[src/rtl/xilinx_sdp_fifo_ctrl.sv]
`default_nettype none
// ============================================================================
// Module      : xilinx_sdp_fifo_ctrl
// Description : Valid/ready FWFT FIFO controller driving a simple-dual-port
//               BRAM, with an (L+1)-entry output buffer for full throughput.
//               Optional write-stall counter: XILINX_SDP_FIFO_CTRL_STALL_CNT_EN
// Revision    : 1.0 - initial release
// ============================================================================
module xilinx_sdp_fifo_ctrl #(
  parameter int DATA_WIDTH = 32,
  parameter int ADDR_WIDTH = 9,
  parameter int DO_REG     = 0
) (
  input  logic                  CLK,
  input  logic                  RST_N,
  input  logic                  WR_VALID,
  output logic                  WR_READY,
  input  logic [DATA_WIDTH-1:0] WR_DATA,
  output logic                  RD_VALID,
  input  logic                  RD_READY,
  output logic [DATA_WIDTH-1:0] RD_DATA,
  output logic [DATA_WIDTH-1:0] BRAM_DI,
  output logic [14:0]           BRAM_WRADDR,
  output logic [7:0]            BRAM_WE,
  output logic                  BRAM_WREN,
  output logic [14:0]           BRAM_RDADDR,
  output logic                  BRAM_RDEN,
  output logic                  BRAM_REGCE,
  input  logic [DATA_WIDTH-1:0] BRAM_DO,
  output logic [ADDR_WIDTH+1:0] COUNT,
  output logic                  FULL,
  output logic                  EMPTY,
  output logic [15:0]           STALL_CNT
);

  localparam int c_LAT      = 1 + DO_REG;
  localparam int c_OB_DEPTH = c_LAT + 1;
  localparam int c_OB_PW    = (c_OB_DEPTH > 2) ? 2 : 1;
  localparam logic [ADDR_WIDTH:0] c_DEPTH = {1'b1, {ADDR_WIDTH{1'b0}}};

  logic [ADDR_WIDTH-1:0] r_wr_ptr;
  logic [ADDR_WIDTH-1:0] r_rd_ptr;
  logic [ADDR_WIDTH:0]   r_mem_cnt;
  logic [c_LAT-1:0]      r_rd_vld;
  logic [1:0]            r_ob_cnt;
  logic [c_OB_PW-1:0]    r_ob_wptr;
  logic [c_OB_PW-1:0]    r_ob_rptr;
  logic [DATA_WIDTH-1:0] r_ob_mem [c_OB_DEPTH];

  logic       w_wr_acc;
  logic       w_rd_iss;
  logic       w_pop;
  logic       w_cap;
  logic [1:0] w_inflight;
  logic [2:0] w_commit;

  function automatic logic [c_OB_PW-1:0] ob_next(input logic [c_OB_PW-1:0] p);
    return (p == c_OB_PW'(c_OB_DEPTH - 1)) ? '0 : p + 1'b1;
  endfunction

  assign WR_READY = (r_mem_cnt != c_DEPTH);
  assign w_wr_acc = WR_VALID && WR_READY;
  assign RD_VALID = (r_ob_cnt != 2'd0);
  assign w_pop    = RD_VALID && RD_READY;
  assign w_cap    = r_rd_vld[c_LAT-1];

  always_comb begin
    w_inflight = '0;
    for (int i = 0; i < c_LAT; i++) begin
      w_inflight = w_inflight + {1'b0, r_rd_vld[i]};
    end
  end

  // The word popped this cycle frees its slot, so it is credited back before
  // deciding on a new read; this keeps one word per cycle in steady state.
  assign w_commit = {1'b0, r_ob_cnt} + {1'b0, w_inflight} - {2'b00, w_pop};
  assign w_rd_iss = (r_mem_cnt != '0) && (w_commit < 3'(c_OB_DEPTH));

  always_ff @(posedge CLK or negedge RST_N) begin
    if (!RST_N) begin
      r_wr_ptr  <= '0;
      r_rd_ptr  <= '0;
      r_mem_cnt <= '0;
      r_rd_vld  <= '0;
      r_ob_cnt  <= '0;
      r_ob_wptr <= '0;
      r_ob_rptr <= '0;
    end else begin
      if (w_wr_acc) r_wr_ptr <= r_wr_ptr + 1'b1;
      if (w_rd_iss) r_rd_ptr <= r_rd_ptr + 1'b1;
      r_mem_cnt <= r_mem_cnt + (ADDR_WIDTH+1)'(w_wr_acc) - (ADDR_WIDTH+1)'(w_rd_iss);
      r_rd_vld  <= (r_rd_vld << 1) | c_LAT'(w_rd_iss);
      r_ob_cnt  <= r_ob_cnt + {1'b0, w_cap} - {1'b0, w_pop};
      if (w_cap) r_ob_wptr <= ob_next(r_ob_wptr);
      if (w_pop) r_ob_rptr <= ob_next(r_ob_rptr);
    end
  end

  always_ff @(posedge CLK) begin
    if (w_cap) r_ob_mem[r_ob_wptr] <= BRAM_DO;
  end

  assign BRAM_WREN   = w_wr_acc;
  assign BRAM_WE     = w_wr_acc ? 8'hFF : 8'h00;
  assign BRAM_DI     = WR_DATA;
  assign BRAM_WRADDR = 15'(r_wr_ptr);
  assign BRAM_RDEN   = w_rd_iss;
  assign BRAM_RDADDR = 15'(r_rd_ptr);
  assign BRAM_REGCE  = (DO_REG != 0);

  assign RD_DATA = r_ob_mem[r_ob_rptr];
  assign COUNT   = (ADDR_WIDTH+2)'(r_mem_cnt) + (ADDR_WIDTH+2)'(w_inflight)
                 + (ADDR_WIDTH+2)'(r_ob_cnt);
  assign FULL    = !WR_READY;
  assign EMPTY   = !RD_VALID;

`ifdef XILINX_SDP_FIFO_CTRL_STALL_CNT_EN
  logic [15:0] r_stall_cnt;

  always_ff @(posedge CLK or negedge RST_N) begin
    if (!RST_N) begin
      r_stall_cnt <= '0;
    end else if (WR_VALID && !WR_READY && (r_stall_cnt != 16'hFFFF)) begin
      r_stall_cnt <= r_stall_cnt + 16'd1;
    end
  end

  assign STALL_CNT = r_stall_cnt;
`else
  assign STALL_CNT = 16'd0;
`endif

endmodule
`default_nettype wire

[config.mk]
export PLATFORM = sky130hd
export DESIGN_NAME = xilinx_sdp_fifo_ctrl
export DESIGN_NICKNAME = d
export VERILOG_FILES = /design/src/rtl/xilinx_sdp_fifo_ctrl.sv
export SDC_FILE = /design/constraint.sdc
export NUM_CORES = 1
export LEC_CHECK = 0
export ABC_CLOCK_PERIOD_IN_PS = 10300
export CAP_MARGIN = 5
export CORE_MARGIN = 1
export CORE_UTILIZATION = 47
export CTS_CLUSTER_SIZE = 24
export DETAILED_ROUTE_END_ITERATION = 10
export PLACE_DENSITY_LB_ADDON = 0.15
export SYNTH_ARGS = -nofsm -noshare
export SYNTH_HDL_FRONTEND = slang
export SYNTH_SLANG_ARGS = --single-unit
[constraint.sdc]
create_clock -name CLK -period 10.3 [get_ports CLK]
set_input_delay 2.06 -clock CLK [delete_from_list [all_inputs] [get_ports CLK]]
set_output_delay 2.06 -clock CLK [all_outputs]
set_load 0.01 [all_outputs]
# == Word level (Yosys, flattened, before mapping) ==
# Memories as Yosys holds them, arrays and structs flattened.
# Cells that the tools add are included.
# word_totals
ff_bits,33
ramBits,64
output_inout_bits,136
elab_cells,34
memories,1
# classes
addsub,12
order_cmp,1
n_eq_ne,1
muxes,5
reduce_logical,7
# mem_list
memory,words,word_bits,rd,rd_ports_with_merged_regs,write_ports,line_no,rtl
r_ob_mem,2,32,1,0,1,48,logic [DATA_WIDTH-1:0] r_ob_mem [c_OB_DEPTH];
# ops
op,count
9-bit by 1-bit adder with 9-bit output (second input constant),2
10-bit by 1-bit adder with 11-bit output,1
11-bit by 2-bit adder with 11-bit output,1
10-bit by 1-bit adder with 10-bit output,1
10-bit != test (second input constant),1
10-bit nonzero test,1
10-bit by 1-bit subtractor with 10-bit output,1
8-bit 2-to-1 mux,1
1-bit 2-to-1 mux,4
2-bit by 1-bit adder with 3-bit output,1
1-bit logical AND,3
3-bit by 2-bit < comparator with 1-bit output (second input constant),1
3-bit by 1-bit subtractor with 3-bit output,1
1-bit adder (second input constant),2
2-bit by 1-bit adder with 2-bit output,1
1-bit zero test,2
2-bit nonzero test,1
2-bit by 1-bit subtractor with 2-bit output,1

# == Depth between registers and ports, before layout ==
# Gate-level depths: netlist of the first run.
# logic_depth
depth_word,6
depth_mapped,20
mapped_depth_nobuf,20

# == Worst setup path after synthesis of the first run ==
# OpenSTA, ideal clock, no wires.
# synth_timing
path_type,input to output
from,input RD_READY
to,output BRAM_RDEN
t_arrival_ns,3.735
setup_slack_ns,4.505
path_stages,7
n_path_buf,0
cell_sequence,nor2b_1 > ha_1 > inv_1 > ha_1 > fa_1 > xnor2_1 > a311oi_4
# synth_between
elab_chain_len,4
# synth_lines
item,line_no,rtl
start: declaration,20,"input logic RD_READY,"
1-bit logical AND,64,assign w_pop = RD_VALID && RD_READY;
3-bit by 1-bit subtractor with 3-bit output,76,"assign w_commit = {1'b0, r_ob_cnt} + {1'b0, w_inflight} - {2'b00, w_pop};"
3-bit by 2-bit < comparator with 1-bit output,77,assign w_rd_iss = (r_mem_cnt != '0) && (w_commit < 3'(c_OB_DEPTH));
1-bit logical AND,77,
end: declaration,27,"output logic BRAM_RDEN,"
# Every way passes these cells.

# == Worst setup path after layout of the first run ==
# layout_timing
from,input RD_READY
to,output BRAM_RDEN
# layout_between
elab_chain_len,4
# layout_lines
item,line_no,rtl
1-bit logical AND,64,
via w_pop,52,logic w_pop;
3-bit by 1-bit subtractor with 3-bit output,76,
3-bit by 2-bit < comparator with 1-bit output,77,
1-bit logical AND,77,
# The timed path passes the listed nets, and every way through them passes these cells.

==> results of run 1 <==
## cell usage after synthesis
cell / n / area, sq um
nand2b_1: 1 / 6.26
mux2_2: 34 / 383
nand2_1: 11 / 41.3
edfxtp_1: 64 / 1920
conb_1: 1 / 3.75
fa_1: 4 / 80.1
nand2_4: 1 / 11.3
xnor2_1: 20 / 175
nand4b_1: 2 / 17.5
inv_1: 24 / 90.1
a311oi_1: 1 / 8.76
dfrtp_1: 33 / 826
and4bb_4: 1 / 16.3
o41ai_1: 1 / 8.76
nand4_1: 5 / 31.3
and4_1: 2 / 17.5
a211oi_1: 1 / 7.51
and2_1: 1 / 6.26
nor3b_1: 1 / 7.51
nand3_1: 7 / 35.0
o21bai_1: 2 / 15.0
nor2b_1: 3 / 18.8
o211ai_1: 1 / 7.51
buf_4: 69 / 518
mux2i_1: 1 / 10.0
o21ai_0: 1 / 5.00
a21oi_1: 3 / 15.0
ha_1: 27 / 338
a21o_1: 1 / 7.51
nor3_2: 1 / 10.0
clkbuf_1: 4 / 15.0
a311oi_4: 1 / 26.3
and3_1: 5 / 31.3
xor2_1: 14 / 123
nor2_1: 12 / 45.0
a31oi_4: 1 / 21.3
## worst reg2reg max path, cell delays in order (launching register included)
cell and delay [ns]:
dfrtp_1 0.45, inv_1 0.13, nand2_1 0.09, inv_1 0.08, nor2b_1 0.07, ha_1 0.28
inv_1 0.04, ha_1 0.18, fa_1 0.38, xnor2_1 0.16, a311oi_4 0.58, ha_1 0.34
inv_1 0.05, ha_1 0.15, inv_1 0.05, fa_1 0.40, nor2b_1 0.13, o21bai_1 0.09
a211oi_1 0.31, o41ai_1 0.12, xnor2_1 0.13
## metrics by stage
step	power, uW	hold slack (ns)	cells	cell area [sq um]
floorplan	1220	0.454	389	5010
global placement	1570	0.457	562	5770
detailed placement	1590	0.458	562	5770
CTS	1850	0.476	578	5980
global route	1970	0.486	578	5980
finish	1830	0.473	578	5980
## worst paths after layout
path	from	to	slack (ns)
min reg2reg	r_rd_ptr[8]$_DFFE_PN0P_	r_rd_ptr[8]$_DFFE_PN0P_	0.47
min in group asynchronous	RST_N	r_wr_ptr[0]$_DFFE_PN0P_	2.10
max reg2reg	r_ob_cnt[1]$_DFF_PN0_	r_mem_cnt[8]$_DFF_PN0_	5.97
max	RD_READY	BRAM_RDEN	3.34
min	r_rd_ptr[8]$_DFFE_PN0P_	r_rd_ptr[8]$_DFFE_PN0P_	0.47
max in group asynchronous	RST_N	r_ob_wptr$_DFFE_PN0P_	7.88
## sequential cells by signal (all words and copies together), names as in the netlist
name	cells
r_ob_mem	64
r_mem_cnt	10
r_rd_ptr	9
r_wr_ptr	9
r_ob_cnt	2
r_ob_rptr	1
r_ob_wptr	1
r_rd_vld	1
## final cells by class
type | instances | share of cell area, %
clock inverter | 6 | 1.34
sequential | 97 | 46.0
tap | 133 | 2.78
inverter | 24 | 1.51
clock buffer | 10 | 2.13
timing repair buffer | 113 | 18.8
multi-input combinational | 195 | 27.5
## kinds of logic (layout without fill, tap and decap cells)
family | count (synthesis) | count (layout) | share of synthesized area [%]
DFF | 97 | 97 | 56.1
buffers and inverters | 97 | 153 | 12.7
and+or+nand+nor | 53 | 53 | 6.03
muxes | 35 | 35 | 8.02
xor gates and xnor gates | 34 | 34 | 6.08
adders and majority gates | 31 | 31 | 8.53
AOI/OAI and AO/OA | 13 | 13 | 2.50
other | 1 | 29 | 0.0765
## power by group
part	internal, uW	total, uW	switching, uW
Combinational	497	955	458
Clock	116	252	136
Sequential	543	625	81.7
## metal layers
metal  track usage, %  share of wire [%]  vias to the layer above
met5                0                  0                        -
met4             6.12                1.1                        0
met3             4.26                4.5                        7
met2             27.6                 52                       87
met1             20.4                 43                     1343
li1                 -                  -                     1307
==> summary.txt, run 1 <==
Final period util: 67.6%
Layout Nets: 539
Setup ws final: 3.34 ns
Overflow after GRT: 0
Routed vias: 2,744
Clk slew on worst S/H paths: 0.10 ns
Min-Delay Path Class: reg2reg
Post-synthesis area per instance: 13.6 sq um
CP peak stage delay: 0.66 ns
Final hold violation count: 0
Final Skew: 0.0146 ns
CTS max path bufs: 2
Clk sink count: 97
Unrepaired setup endpoints after global routing: no
Syn Inst Count: 361
Remaining antenna violation count: 0
Util after Layout: 60.1%
Initial drt markers: 111
Diodes inserted: 0
Die Span Y: 104 um
WP data required: 8.24 ns
Critical Path End Type: output port
Status: finished, final reports clean
Post CTS Setup Buffer Count: 0
H-tree Lvls: 3
Max Clk Rate: 144 MHz
Post-route setup TNS: 0 ns
Area grow syn2layout: 22.0%
Cell Rows: 36
Number of instances on the worst hold path: 1
I/O pin cnt: 204
Register area share after synthesis: 56.1%
Path depth of the worst reg2reg path: 20
Critical Path Source Type: input pin
Peak VDD IR: 0.264 mV
Largest net degree at the start of global routing: 34
Setup CP Type: in2out
Minimum clock period: 6.96 ns
CP Data Arrival Time: 4.90 ns
FILL cells: 813
Footprint of the multi-input gates: 1640 sq um
Commonest cells after routing, fill and taps aside: 110 x clkdlybuf4s50_1, 64 x edfxtp_1, 34 x mux2_2
Worst Tran Pin Value: 0.944 ns
Final setup fails: 0
Vias in the first global route: 2,858
Leakage: 0.00240 uW
Share of cells above drive strength 1: 13.0%
Initial antenna violation count: 0
CP delay by family, top: buffers and inverters
Pins Over Slew Limit: 0
Latest clock arrival within the worst-skew pair: 0.36 ns
Die X: 104 um
Synth unique cells: 36
Max-Cap Viols: 0
Die Area: 10,800 sq um
Drt drc: 0
Detailed Place HPWL: 6060 um
Worst path slowest cell: clkdlybuf4s50_1
CTS Hold Bufs: 0
Buffers on Ports: 110
Slew margin rel.: 36.9%
Yosys reg bits: 97
Levels on crit path: 9
Sequential Area: 2750 sq um
Root Driver: clkbuf_8
CTS buffer count: 9
CTS tree: yes
TritonRoute pass-1 iters: 4
CP max FO: 10
Most common cell after layout, fill and taps aside: clkdlybuf4s50_1
Core ar.: 9950 sq um
Buffers & Inverters on Critical Path: 3
Cts repair resizes: 0
Yosys Warn Count: 0
First-pass GRT wire length: 13,900 um
Pre-CTS WS: 3.34 ns
Routed WL per cell: 14.9 um
GRT Total Usage: 16.4%
Gpl congestion: 0.817
Crit-path cells: clkdlybuf4s50_1 -> nor2b_1 -> ha_1 -> inv_1 -> ha_1 -> fa_1 -> xnor2_1 -> a311oi_4 -> clkdlybuf4s50_1
Initial Utilization: 49.2%
Routed vias/inst: 4.75
Power per cell area: 306 nW/um^2
Detailed-route wire length: 8630 um
Mapped Area: 4900 sq um
(Power assumes the default switching activity.)
==> run 2, diff against run 1 <==
--- a/config.mk
+++ b/config.mk
@@ -5,10 +5,10 @@
 export SDC_FILE = /design/constraint.sdc
 export NUM_CORES = 1
 export LEC_CHECK = 0
-export ABC_CLOCK_PERIOD_IN_PS = 10300
+export ABC_CLOCK_PERIOD_IN_PS = 7030
 export CAP_MARGIN = 5
 export CORE_MARGIN = 1
-export CORE_UTILIZATION = 47
+export CORE_UTILIZATION = 43
 export CTS_CLUSTER_SIZE = 24
 export DETAILED_ROUTE_END_ITERATION = 10
 export PLACE_DENSITY_LB_ADDON = 0.15
==> constraint.sdc (replaced) <==
create_clock -name CLK -period 7.03 [get_ports CLK]
set_input_delay 1.406 -clock CLK [delete_from_list [all_inputs] [get_ports CLK]]
set_output_delay 1.406 -clock CLK [all_outputs]
set_load 0.01 [all_outputs]
==> run 2 against run 1 <==
- sequential share of layout area fell by 0.95 points
- combinational power rose by 43%
- via count fell by 0.47%
- non-clock buffer count did not move
- critical path depth did not move
- setup slack got worse by 2.0 ns
- first-iteration DRC count fell by 9.9%
- clock power rose by 110%
- die area rose by 9.1%
- clock skew fell by 0.0042 ns
==> summary.txt, run 2 (synthesis results as in run 1) <==
Status: finished, final reports clean
Sequential Power Share: 32.7% (-1.4 points)
Post-route setup TNS: 0 ns (unchanged)
Final period util: 81.0%
CTS max path bufs: 2 (unchanged)
Unrepaired setup endpoints after global routing: no
Die Area: 11,800 sq um (+9.1%)
Detailed-route wire length: 8560 um (-0.82%)
Biggest regs: r_ob_mem x64, r_mem_cnt x10
Setup ws final: 1.34 ns (-2.01 ns)
CP max FO: 10 (unchanged)
Max-Cap Viols: 0 (unchanged)
Overflow after GRT: 0 (unchanged)
Logic pwr share: 48.5% (-3.6 points)
Most flops, register: r_ob_mem
Min-Delay Path Class: reg2reg
Leakage: 0.00246 uW (+2.6%)
Buffers on Ports: 110 (unchanged)
Commonest cells after routing, fill and taps aside: 110 x clkdlybuf4s50_1, 64 x edfxtp_1, 34 x mux2_2
Clk sink count: 97 (unchanged)
Initial drt markers: 100 (-9.9%)
WP data required: 5.62 ns (-2.62 ns)
TritonRoute pass-1 iters: 6 (+2)
Worst Tran Pin Value: 0.930 ns (-0.0136 ns)
Largest net degree at the start of global routing: 34 (unchanged)
Area grow syn2layout: 24.6%
Gpl congestion: 0.750 (-8.1%)
Most common cell after layout, fill and taps aside: clkdlybuf4s50_1
CTS tree: yes
Switching Fraction: 35.1% (-1.8 points)
Path depth of the worst reg2reg path: 20 (unchanged)
Cell Rows: 38 (+5.6%)
Setup CP Type: in2out
Core ar.: 11,000 sq um (+10%)
Final hold violation count: 0 (unchanged)
Latest clock arrival within the worst-skew pair: 0.34 ns (-0.02 ns)
Cts repair resizes: 0 (unchanged)
Minimum clock period: 5.69 ns
Layout Nets: 539 (unchanged)
Remaining antenna violation count: 0 (unchanged)
Pins Over Slew Limit: 0 (unchanged)
GRT Total Usage: 15.2% (-1.3 points)
Final Skew: 0.0105 ns (-0.00418 ns)
Die Span Y: 109 um (+4.5%)
Peak VDD IR: 0.238 mV (-9.9%)
CTS buffer count: 9 (unchanged)
Routed WL per cell: 14.6 um (-2.0%)
H-tree Lvls: 3 (unchanged)
Initial antenna violation count: 0 (unchanged)
Critical Path Source Type: input pin
Number of instances on the worst hold path: 1 (unchanged)
Max reg flops: 64 (unchanged)
Drt drc: 0 (unchanged)
Power per cell area: 464 nW/um^2 (+51%)
Detailed Place HPWL: 6040 um (-0.25%)
Max Clk Rate: 176 MHz
Final setup fails: 0 (unchanged)
Die X: 109 um (+4.5%)
Slew margin rel.: 37.8% (+0.91 points)
Initial Utilization: 44.6% (-4.6 points)
I/O pin cnt: 204 (unchanged)
CTS Hold Bufs: 0 (unchanged)
Vias in the first global route: 2,711 (-5.1%)
First-pass GRT wire length: 13,500 um (-3.1%)
Root Driver: clkbuf_16
FILL cells: 956 (+18%)
Psw: 994 uW (+47%)
Share of cells above drive strength 1: 13.3% (+0.22 points)
Routed vias: 2,731 (-0.47%)
Internal power: 1840 uW (+59%)
Post CTS Setup Buffer Count: 0 (unchanged)
Clock power share: 18.8% (+5.1 points)
Diodes inserted: 0 (unchanged)
Routed vias/inst: 4.67 (-1.7%)
Clk slew on worst S/H paths: 0.07 ns (-0.03 ns)
Pre-CTS WS: 1.33 ns (-2.01 ns)
Util after Layout: 55.6% (-4.5 points)
CP Data Arrival Time: 4.29 ns (-0.61 ns)
Critical Path End Type: output port
## run 2: cell count changes in the layout (fill, tap and decap cells not counted), sizes merged
cell      delta
clkinv       -2
clkinvlp     -1
bufinv       +1
inv          +3
clkbuf       -1
## run 2: worst paths after layout
path                                              start                       to  slack (ns)
worst max-delay path                           RD_READY                BRAM_RDEN        1.34
worst min-delay path            r_rd_ptr[8]$_DFFE_PN0P_  r_rd_ptr[8]$_DFFE_PN0P_        0.48
worst max register to register    r_ob_cnt[1]$_DFF_PN0_   r_mem_cnt[8]$_DFF_PN0_        2.68
worst min register to register  r_rd_ptr[8]$_DFFE_PN0P_  r_rd_ptr[8]$_DFFE_PN0P_        0.48
max in group asynchronous                         RST_N    r_ob_cnt[0]$_DFF_PN0_        5.24
min in group asynchronous                         RST_N  r_rd_ptr[7]$_DFFE_PN0P_        1.47
## run 2: final cells by class
type                       instances  area [sq um]  area share, %
sequential                        97          2750           45.0
inverter                          24          90.1           1.48
clock buffer                       9           225           3.69
tap                              140           175           2.87
multi-input combinational        195          1640           26.9
timing repair buffer             113          1120           18.4
clock inverter                     7           100           1.64
## run 2: worst max-delay path, stage by stage
cell,delay [ns]
clkdlybuf4s50_1,0.45
nor2b_1,0.22
ha_1,0.16
inv_1,0.04
ha_1,0.18
fa_1,0.37
xnor2_1,0.16
a311oi_4,0.63
clkdlybuf4s50_1,0.66
## run 2: routing by layer
metal / vias up / part of all wire (%) / track usage, % / wire (um)
met4: 0 / 0.56 / 5.31 / 48
li1: 1300 / - / - / -
met5: - / 0 / 0 / 0
met2: 98 / 47 / 24.1 / 4000
met1: 1329 / 45 / 19.0 / 3830
met3: 4 / 7.9 / 5.68 / 677
## run 2: power by group through the flow
stage | sequential [uW] | combinational [uW] | clock (uW)
after detailed placement | 940 | 1390 | 0
after global routing | 951 | 1520 | 569
after floorplan | 915 | 870 | 0
after global placement | 934 | 1370 | 0
after CTS | 930 | 1400 | 543
final | 927 | 1370 | 532
## run 2: metrics by stage
stage               area (sq um)  instances  power [uW]  hold WS, ns
global placement            5780        569        2300        0.462
finish                      6100        585        2830        0.477
detailed placement          5780        569        2330        0.465
global route                6100        585        3040        0.507
CTS                         6100        585        2870        0.476
floorplan                   5010        389        1780        0.454
